<file path="src/rtl/ctech_clk_gate_pkg.sv">
// Shared types and sizing helper for the ctech clock-gate enable controller.
package ctech_clk_gate_pkg;

    typedef enum logic [2:0] {
        StOff   = 3'd0,
        StWake  = 3'd1,
        StOn    = 3'd2,
        StIdle  = 3'd3,
        StDrain = 3'd4
    } clk_gate_state_e;

    // Bits needed to hold 0..max_val, never less than one.
    function automatic int unsigned cnt_width(input int unsigned max_val);
        int unsigned w;
        w = $clog2(max_val + 1);
        return (w < 1) ? 1 : w;
    endfunction

endpackage

</file>
<file path="src/rtl/ctech_lib_clk_gate_sat_cnt.sv">
// Clearable up-counter that holds at MAX instead of wrapping.
module ctech_lib_clk_gate_sat_cnt #(
    parameter int unsigned WIDTH = 4,
    parameter int unsigned MAX   = 15
) (
    input  logic             clk,
    input  logic             rst,
    input  logic             clr,
    input  logic             inc,
    output logic [WIDTH-1:0] cnt
);

    localparam logic [WIDTH-1:0] MaxVal = WIDTH'(MAX);

    logic [WIDTH-1:0] cnt_q, cnt_d;

    always_comb begin
        cnt_d = cnt_q;
        if (clr) begin
            cnt_d = '0;
        end else if (inc && (cnt_q != MaxVal)) begin
            cnt_d = cnt_q + WIDTH'(1);
        end
    end

    always_ff @(posedge clk) begin
        if (rst) begin
            cnt_q <= '0;
        end else begin
            cnt_q <= cnt_d;
        end
    end

    assign cnt = cnt_q;

endmodule

</file>
<file path="src/rtl/ctech_lib_clk_gate_ctrl.sv">
// Enable-side controller for the clock-AND gating cell: req/ack handshake with wake-up delay,
// minimum on-time, idle timeout and a one-cycle drain before the enable drops.
module ctech_lib_clk_gate_ctrl
    import ctech_clk_gate_pkg::*;
#(
    parameter int unsigned WAKE_CYC   = 4,
    parameter int unsigned IDLE_CYC   = 16,
    parameter int unsigned MIN_ON_CYC = 8
) (
    input  logic       clk,
    input  logic       rst,
    input  logic       clk_req,
    input  logic       busy,
    input  logic       force_on,
    output logic       clk_en,
    output logic       clk_ack,
    output logic [2:0] state_o
);

    localparam int unsigned MaxWi  = (WAKE_CYC > IDLE_CYC) ? WAKE_CYC : IDLE_CYC;
    localparam int unsigned MaxCyc = (MaxWi > MIN_ON_CYC) ? MaxWi : MIN_ON_CYC;
    localparam int unsigned CntW   = cnt_width(MaxCyc);

    localparam logic [CntW-1:0] WakeLast = CntW'(WAKE_CYC - 1);
    localparam logic [CntW-1:0] IdleLast = CntW'(IDLE_CYC - 1);
    localparam logic [CntW-1:0] MinOn    = CntW'(MIN_ON_CYC);

    clk_gate_state_e state_q, state_d;
    logic            clk_en_q, clk_en_d;
    logic            clk_ack_q, clk_ack_d;
    logic [CntW-1:0] wake_cnt, idle_cnt, on_cnt;
    logic            wake_req;
    logic            min_on_met;

    assign wake_req   = clk_req | busy;
    // on_cnt saturates at MIN_ON_CYC, so equality means the minimum has been served.
    assign min_on_met = (MIN_ON_CYC == 0) || (on_cnt == MinOn);

    ctech_lib_clk_gate_sat_cnt #(.WIDTH(CntW), .MAX(WAKE_CYC - 1)) u_wake_cnt (
        .clk (clk),
        .rst (rst),
        .clr (state_q != StWake),
        .inc (state_q == StWake),
        .cnt (wake_cnt)
    );

    ctech_lib_clk_gate_sat_cnt #(.WIDTH(CntW), .MAX(IDLE_CYC - 1)) u_idle_cnt (
        .clk (clk),
        .rst (rst),
        .clr (state_q != StIdle),
        .inc (state_q == StIdle),
        .cnt (idle_cnt)
    );

    // Held clear while OFF so every OFF->WAKE starts min-on from zero; DRAIN->WAKE keeps it.
    ctech_lib_clk_gate_sat_cnt #(.WIDTH(CntW), .MAX(MIN_ON_CYC)) u_on_cnt (
        .clk (clk),
        .rst (rst),
        .clr (state_q == StOff),
        .inc (state_q != StOff),
        .cnt (on_cnt)
    );

    always_comb begin
        state_d = state_q;
        unique case (state_q)
            StOff:   if (wake_req) state_d = StWake;
            StWake:  if (wake_cnt == WakeLast) state_d = StOn;
            StOn:    if (!wake_req) state_d = StIdle;
            StIdle: begin
                // Returning activity wins over a coincident timeout.
                if (wake_req) begin
                    state_d = StOn;
                end else if ((idle_cnt == IdleLast) && min_on_met) begin
                    state_d = StDrain;
                end
            end
            StDrain: state_d = wake_req ? StWake : StOff;
            default: state_d = StOff;
        endcase
        clk_en_d  = (state_d != StOff) | force_on;
        clk_ack_d = (state_d == StOn) || (state_d == StIdle);
    end

    always_ff @(posedge clk) begin
        if (rst) begin
            state_q   <= StOff;
            clk_en_q  <= 1'b0;
            clk_ack_q <= 1'b0;
        end else begin
            state_q   <= state_d;
            clk_en_q  <= clk_en_d;
            clk_ack_q <= clk_ack_d;
        end
    end

    assign clk_en  = clk_en_q;
    assign clk_ack = clk_ack_q;
    assign state_o = state_q;

endmodule

</file>
<file path="config.mk">
export PLATFORM = sky130hd
export DESIGN_NAME = ctech_lib_clk_gate_ctrl
export DESIGN_NICKNAME = d
export VERILOG_FILES = /design/src/rtl/ctech_clk_gate_pkg.sv /design/src/rtl/ctech_lib_clk_gate_sat_cnt.sv /design/src/rtl/ctech_lib_clk_gate_ctrl.sv
export SDC_FILE = /design/constraint.sdc
export NUM_CORES = 1
export LEC_CHECK = 0
export ABC_AREA = 0
export ABC_CLOCK_PERIOD_IN_PS = 3200
export CAP_MARGIN = 20
export CORE_MARGIN = 2
export CORE_UTILIZATION = 50
export CTS_CLUSTER_DIAMETER = 30
export DETAILED_ROUTE_END_ITERATION = 10
export PLACE_DENSITY = 0.72
export SYNTH_ARGS = -nofsm -noshare
export SYNTH_HDL_FRONTEND = slang
export SYNTH_SLANG_ARGS = --single-unit
</file>
<file path="constraint.sdc">
create_clock -name clk -period 3.2 [get_ports clk]
set_input_delay 0.64 -clock clk [delete_from_list [all_inputs] [get_ports clk]]
set_output_delay 0.64 -clock clk [all_outputs]
set_load 0.03 [all_outputs]
</file>
# Word level (Yosys, flattened, before mapping)
# Index checks and enable logic that the tools add are counted.
# W data, S select, Z words.
[word_totals]
regBits = 20
inputBits = 5
output_inout_bits = 5
elab_cells = 43
[op_classes]
n_addsub = 3
n_reduce_logical = 11
n_bitwise = 2
n_eq_ne = 14
mux = 7
[ops]
columns = ["cell", "n"]
rows = [
  ["$add A5 B1 Y5 const B", 3],
  ["$mux W3", 5],
  ["$pmux W3 S5", 1],
  ["$eq A3 B2 Y1 const B", 4],
  ["$eq A5 B4 Y1 const B", 2],
  ["$ne A5 B4 Y1 const B", 2],
  ["$reduce_bool A3 Y1", 2],
  ["$reduce_or A2 Y1", 3],
  ["$eq A5 B2 Y1 const B", 1],
  ["$ne A5 B2 Y1 const B", 1],
  ["$logic_and A1 B1 Y1", 4],
  ["$eq A3 B1 Y1 const B", 1],
  ["$eq A3 B3 Y1 const B", 1],
  ["$logic_not A3 Y1", 1],
  ["$ne A3 B1 Y1 const B", 1],
  ["$ne A3 B2 Y1 const B", 1],
  ["$or A1 B1 Y1", 2],
  ["$logic_or A1 B1 Y1", 1],
  ["$mux W1", 1],
]

# Logic depth before layout (Yosys ltp)
[depth]
depth_word = 7
ltp_mapped = 7
mapped_depth_nobuf = 6

# By module
# Synthesis repeated with hierarchy kept, for this count alone.
[unflattened]
hier_cells = 120
area_unflattened_um2 = 1099.8
[by_module_without_submodules]
columns = ["module", "seq_area_each_um2", "cells_each", "instances", "area_each_um2"]
rows = [
  ["ctech_lib_clk_gate_ctrl", 100.1, 39, 1, 345.3],
  ["ctech_lib_clk_gate_sat_cnt (u_on_cnt)", 100.1, 29, 1, 262.8],
  ["ctech_lib_clk_gate_sat_cnt (u_wake_cnt)", 100.1, 26, 1, 250.2],
  ["ctech_lib_clk_gate_sat_cnt (u_idle_cnt)", 100.1, 26, 1, 241.5],
]

# Least setup slack after synthesis
# Ideal clock, no wire load.
[synth_timing]
path_type = "register -> register"
startpoint = "register state_q[1], in the netlist state_o[1]"
endpoint = "register clk_en_q, in the netlist clk_en"
stages_incl_launch_ff = 5
t_arrival_ns = 1.590
required_time_ns = 3.123
period_less_slack_ns = 1.667
n_path_buf = 0
setup_ns = 0.077
setup_slack_ns = 1.533
path_cell_list = "dfxtp_1 nor2b_1 nand3b_1 or4_4 a41oi_2"
[synth_between]
elab_chain_cells = 5
elab_cells_between_ends = 13
classes_between = "eq/ne (4); mux (6); bitwise (1); reduce/logical (2)"
[synth_rtl]
columns = ["item", "line", "text"]
rows = [
  ["from (decl)", "ctech_lib_clk_gate_ctrl.sv:28", "clk_gate_state_e state_q, state_d;"],
  ["from (signal assigned)", "ctech_lib_clk_gate_ctrl.sv:87", "state_q <= StOff;"],
  ["from (signal assigned)", "ctech_lib_clk_gate_ctrl.sv:91", "state_q <= state_d;"],
  ["$mux W3", "ctech_lib_clk_gate_ctrl.sv:74", "end else if ((idle_cnt == IdleLast) && min_on_met) begin"],
  ["$mux W3", "ctech_lib_clk_gate_ctrl.sv:72", "if (wake_req) begin"],
  ["$pmux W3 S5 (*)", "ctech_lib_clk_gate_ctrl.sv:66", "unique case (state_q)"],
  ["$reduce_bool A3 Y1 (*)", "ctech_lib_clk_gate_ctrl.sv:81", "clk_en_d = (state_d != StOff) | force_on;"],
  ["$or A1 B1 Y1 (*)", "ctech_lib_clk_gate_ctrl.sv:81", ""],
  ["to (signal assigned)", "ctech_lib_clk_gate_ctrl.sv:92", "clk_en_q <= clk_en_d;"],
  ["to (decl)", "ctech_lib_clk_gate_ctrl.sv:29", "logic clk_en_q, clk_en_d;"],
]
# Mark *: on every way between the ends. The rest lies on a longest branch, timed or not.
# A chain may end at the register's enable or synchronous reset.

# Worst setup path in the final report
[layout_timing]
startpoint = "register state_q[2], in the netlist state_o[2]"
endpoint = "output port state_o[2]"
[layout_rtl]
columns = ["item", "line", "text"]
rows = [
  ["to (decl)", "ctech_lib_clk_gate_ctrl.sv:17", "output logic [2:0] state_o"],
]
# No word-level cell between the ends.

==> results by group <==
Hold path
  – Hold Path Class: reg2reg

STA
  – Final clock skew: 0.000959 ns
  – Worst setup margin: 1.09 ns
  – Setup tns final: 0 ns
  – Final period util: 0.660
  – Final Slew Violations: 0
  – Max-slew headroom: 0.621
  – Fmax achieved: 473 MHz
  – Worst-Margin Slew: 0.567 ns
  – Final Hold Fails: 0
  – Crit path time final: 2.11 ns
  – Final setup vio count: 0
  – RSZ-0062 raised after global routing: false

Layout
  – Antenna diodes: 0
  – Share of layout cells above drive strength 1: 0.100
  – Register area: 400 um^2
  – Nets: 121
  – Fillers: 169
  – Multi-input logic area: 475 um^2
  – Area delta synth->final: 14.8%

Setup path
  – CP Cell Sequence: clkdlybuf4s50_1
  – Worst path required time: 2.56 ns
  – Data arrival, critical path: 1.47 ns
  – Critical path type: reg2out
  – CP max-delay cell: clkdlybuf4s50_1
  – Startpoint Class: register
  – Crit path buffers/inverters: 1
  – Worst-path fanout max: 8
  – CP Capture Type: primary output
  – R2r setup slk: 1.34 ns
  – Worst path top cell family by delay: buffers and inverters
  – Worst path max stage delay: 0.72 ns

Routing
  – Post-route ant nets: 0
  – Initial DRC count: 5
  – Vias/cell: 5.09
  – Drt wl/cell: 10.7 um
  – WL final: 1440 um
  – # DRC: 0
  – Vias: 687
  – TritonRoute pass-1 iters: 4

Place
  – Dpl ws: 0.957 ns
  – Post-detail-place hpwl: 1100 um
  – Port bufs: 9
  – Gpl congestion: 0.764

Die
  – Number of cell rows: 15
  – Starting density of the core: 0.533
  – Die height: 47.1 um
  – Die width: 47.1 um
  – Core area: 1750 um^2
  – Die area: 2220 um^2
  – I/O pins: 10

Synth
  – Ys flop type: dfxtp_1
  – Yosys warnings: 0
  – Mapped cell area: 930 um^2
  – Post-Syn Instances: 98
  – Post-synth top area cell: dfxtp_1
  – Post-synth top area share: 0.431
  – Syn Area/Cell: 9.49 um^2
  – Seq/Total Area, Yosys: 0.431
  – Netlist cell types: 32
  – Synth area leaders: dfxtp_1 43%, nor2_1 8.1%, ha_1 6.7%
  – Ys async rst share: 0
  – Seq cells post-synth: 20
  – EDFF count, synth: 0
  – Commonest cells in the netlist: 20 x dfxtp_1, 20 x nor2_1, 7 x inv_1, 7 x xor2_1, 5 x ha_1
  – Syn nets: 108

Clock tree
  – Clk_lat worst skew: 0.30 ns
  – Depth of the CTS H-tree: 1
  – Clk buf depth: 2
  – CTS Buf Count: 3
  – TritonCTS clock tree: done
  – Clock-pin slew on the worst setup and hold paths: 0.10 ns
  – CTS Root Cell: clkbuf_4
  – CTS sink count: 20
  – # resized after CTS: 0
  – Setup Fix Bufs, Post-CTS: 0
  – Cts hold-fix bufs: 0

Global route
  – Vias in the first global route: 646
  – Largest net degree at the start of global routing: 12
  – Antenna violations before repair: 0
  – First-pass GRT wire length: 2480 um
  – Total congestion overflow: 0
  – GRT Util Overall: 0.162

Power and ir drop
  – P per Cell Area: 408 nW/um^2
  – VDD IR max: 271 uV
  – Static leakage: 0.420 nW

Status
  – Status: complete, no violations

Run
  – Max Cap Viol: 0
cells in the final DEF, fill, tap and decap left out, drive strengths merged:
master	Yosys	routed
a211oi	1	1
a21o	1	1
a21oi	4	4
a22oi	1	1
a41oi	1	1
and3	1	1
buf	2	1
clkbuf	0	4
clkdlybuf4s50	0	9
dfxtp	20	20
ha	5	5
inv	7	7
mux2i	3	3
nand2	1	1
nand2b	2	2
nand3	4	4
nand3b	1	1
nand4	1	1
nand4b	1	1
nor2	20	20
nor2b	2	2
nor3	2	2
nor4b	1	1
nor4bb	1	1
o21ai	1	1
o21bai	1	1
or2	1	1
or3	1	1
or3b	1	1
or4	1	1
or4b	1	1
xnor2	2	2
xor2	7	7
per-layer routing:
metal	wire (um)	global-route usage	up-vias
li1	-	-	356
met1	709	0.201	317
met5	0	0	-
met2	644	0.238	9
met4	38	0.111	0
met3	46	0.0500	5
stage by stage:
stage          hold WS (ns)  total power [mW]  instance area, um^2  utilization  std cells
5_1_grt               0.532             0.456                 1070        0.611        135
3_3_place_gp          0.478             0.298                 1030        0.591        131
4_1_cts               0.514             0.442                 1070        0.611        135
2_1_floorplan         0.454             0.284                  930            -         98
6_report              0.510             0.435                 1070        0.611        135
3_5_place_dp          0.487             0.298                 1030        0.591        131
state kept, by name (all words and copies together), names as in the netlist:
signal          cells
clk_ack             1
clk_en              1
state_o             3
u_idle_cnt.cnt      5
u_on_cnt.cnt        5
u_wake_cnt.cnt      5
power breakdown:
group / leakage (nW) / switching (mW) / internal, mW
registers: 0.162 / 0.00426 / 0.254
logic: 0.236 / 0.0179 / 0.0169
clock network: 0.0210 / 0.0732 / 0.0694
total: 0.420 / 0.0953 / 0.340
final cells by class:
type	instances	area share
Inverter	7	0.0246
Sequential cell	20	0.375
Multi-Input combinational cell	69	0.445
Clock buffer	4	0.0340
Timing Repair Buffer	10	0.0914
Tap cell	25	0.0293
path summary, 6_finish.rpt:
kind,start,end,cells past startpoint
worst max-delay path,state_o[2],state_o[2],1
worst min register to register,u_idle_cnt.cnt[4],u_idle_cnt.cnt[4],2
worst min-delay path,u_idle_cnt.cnt[4],u_idle_cnt.cnt[4],2
worst max register to register,u_wake_cnt.cnt[0],clk_en,5
kinds of logic (layout without fill, tap and decap cells):
group                      count (synthesis)  count (layout)  synth area share
and+or+nand+nor                           42              42             0.250
DFF                                       20              20             0.431
AOI/OAI and AO/OA                         10              10            0.0767
xor gates and xnor gates                   9               9            0.0848
buffers and inverters                      9              21            0.0579
adders and majority gates                  5               5            0.0673
muxes                                      3               3            0.0323
(Power assumes the default switching activity.)
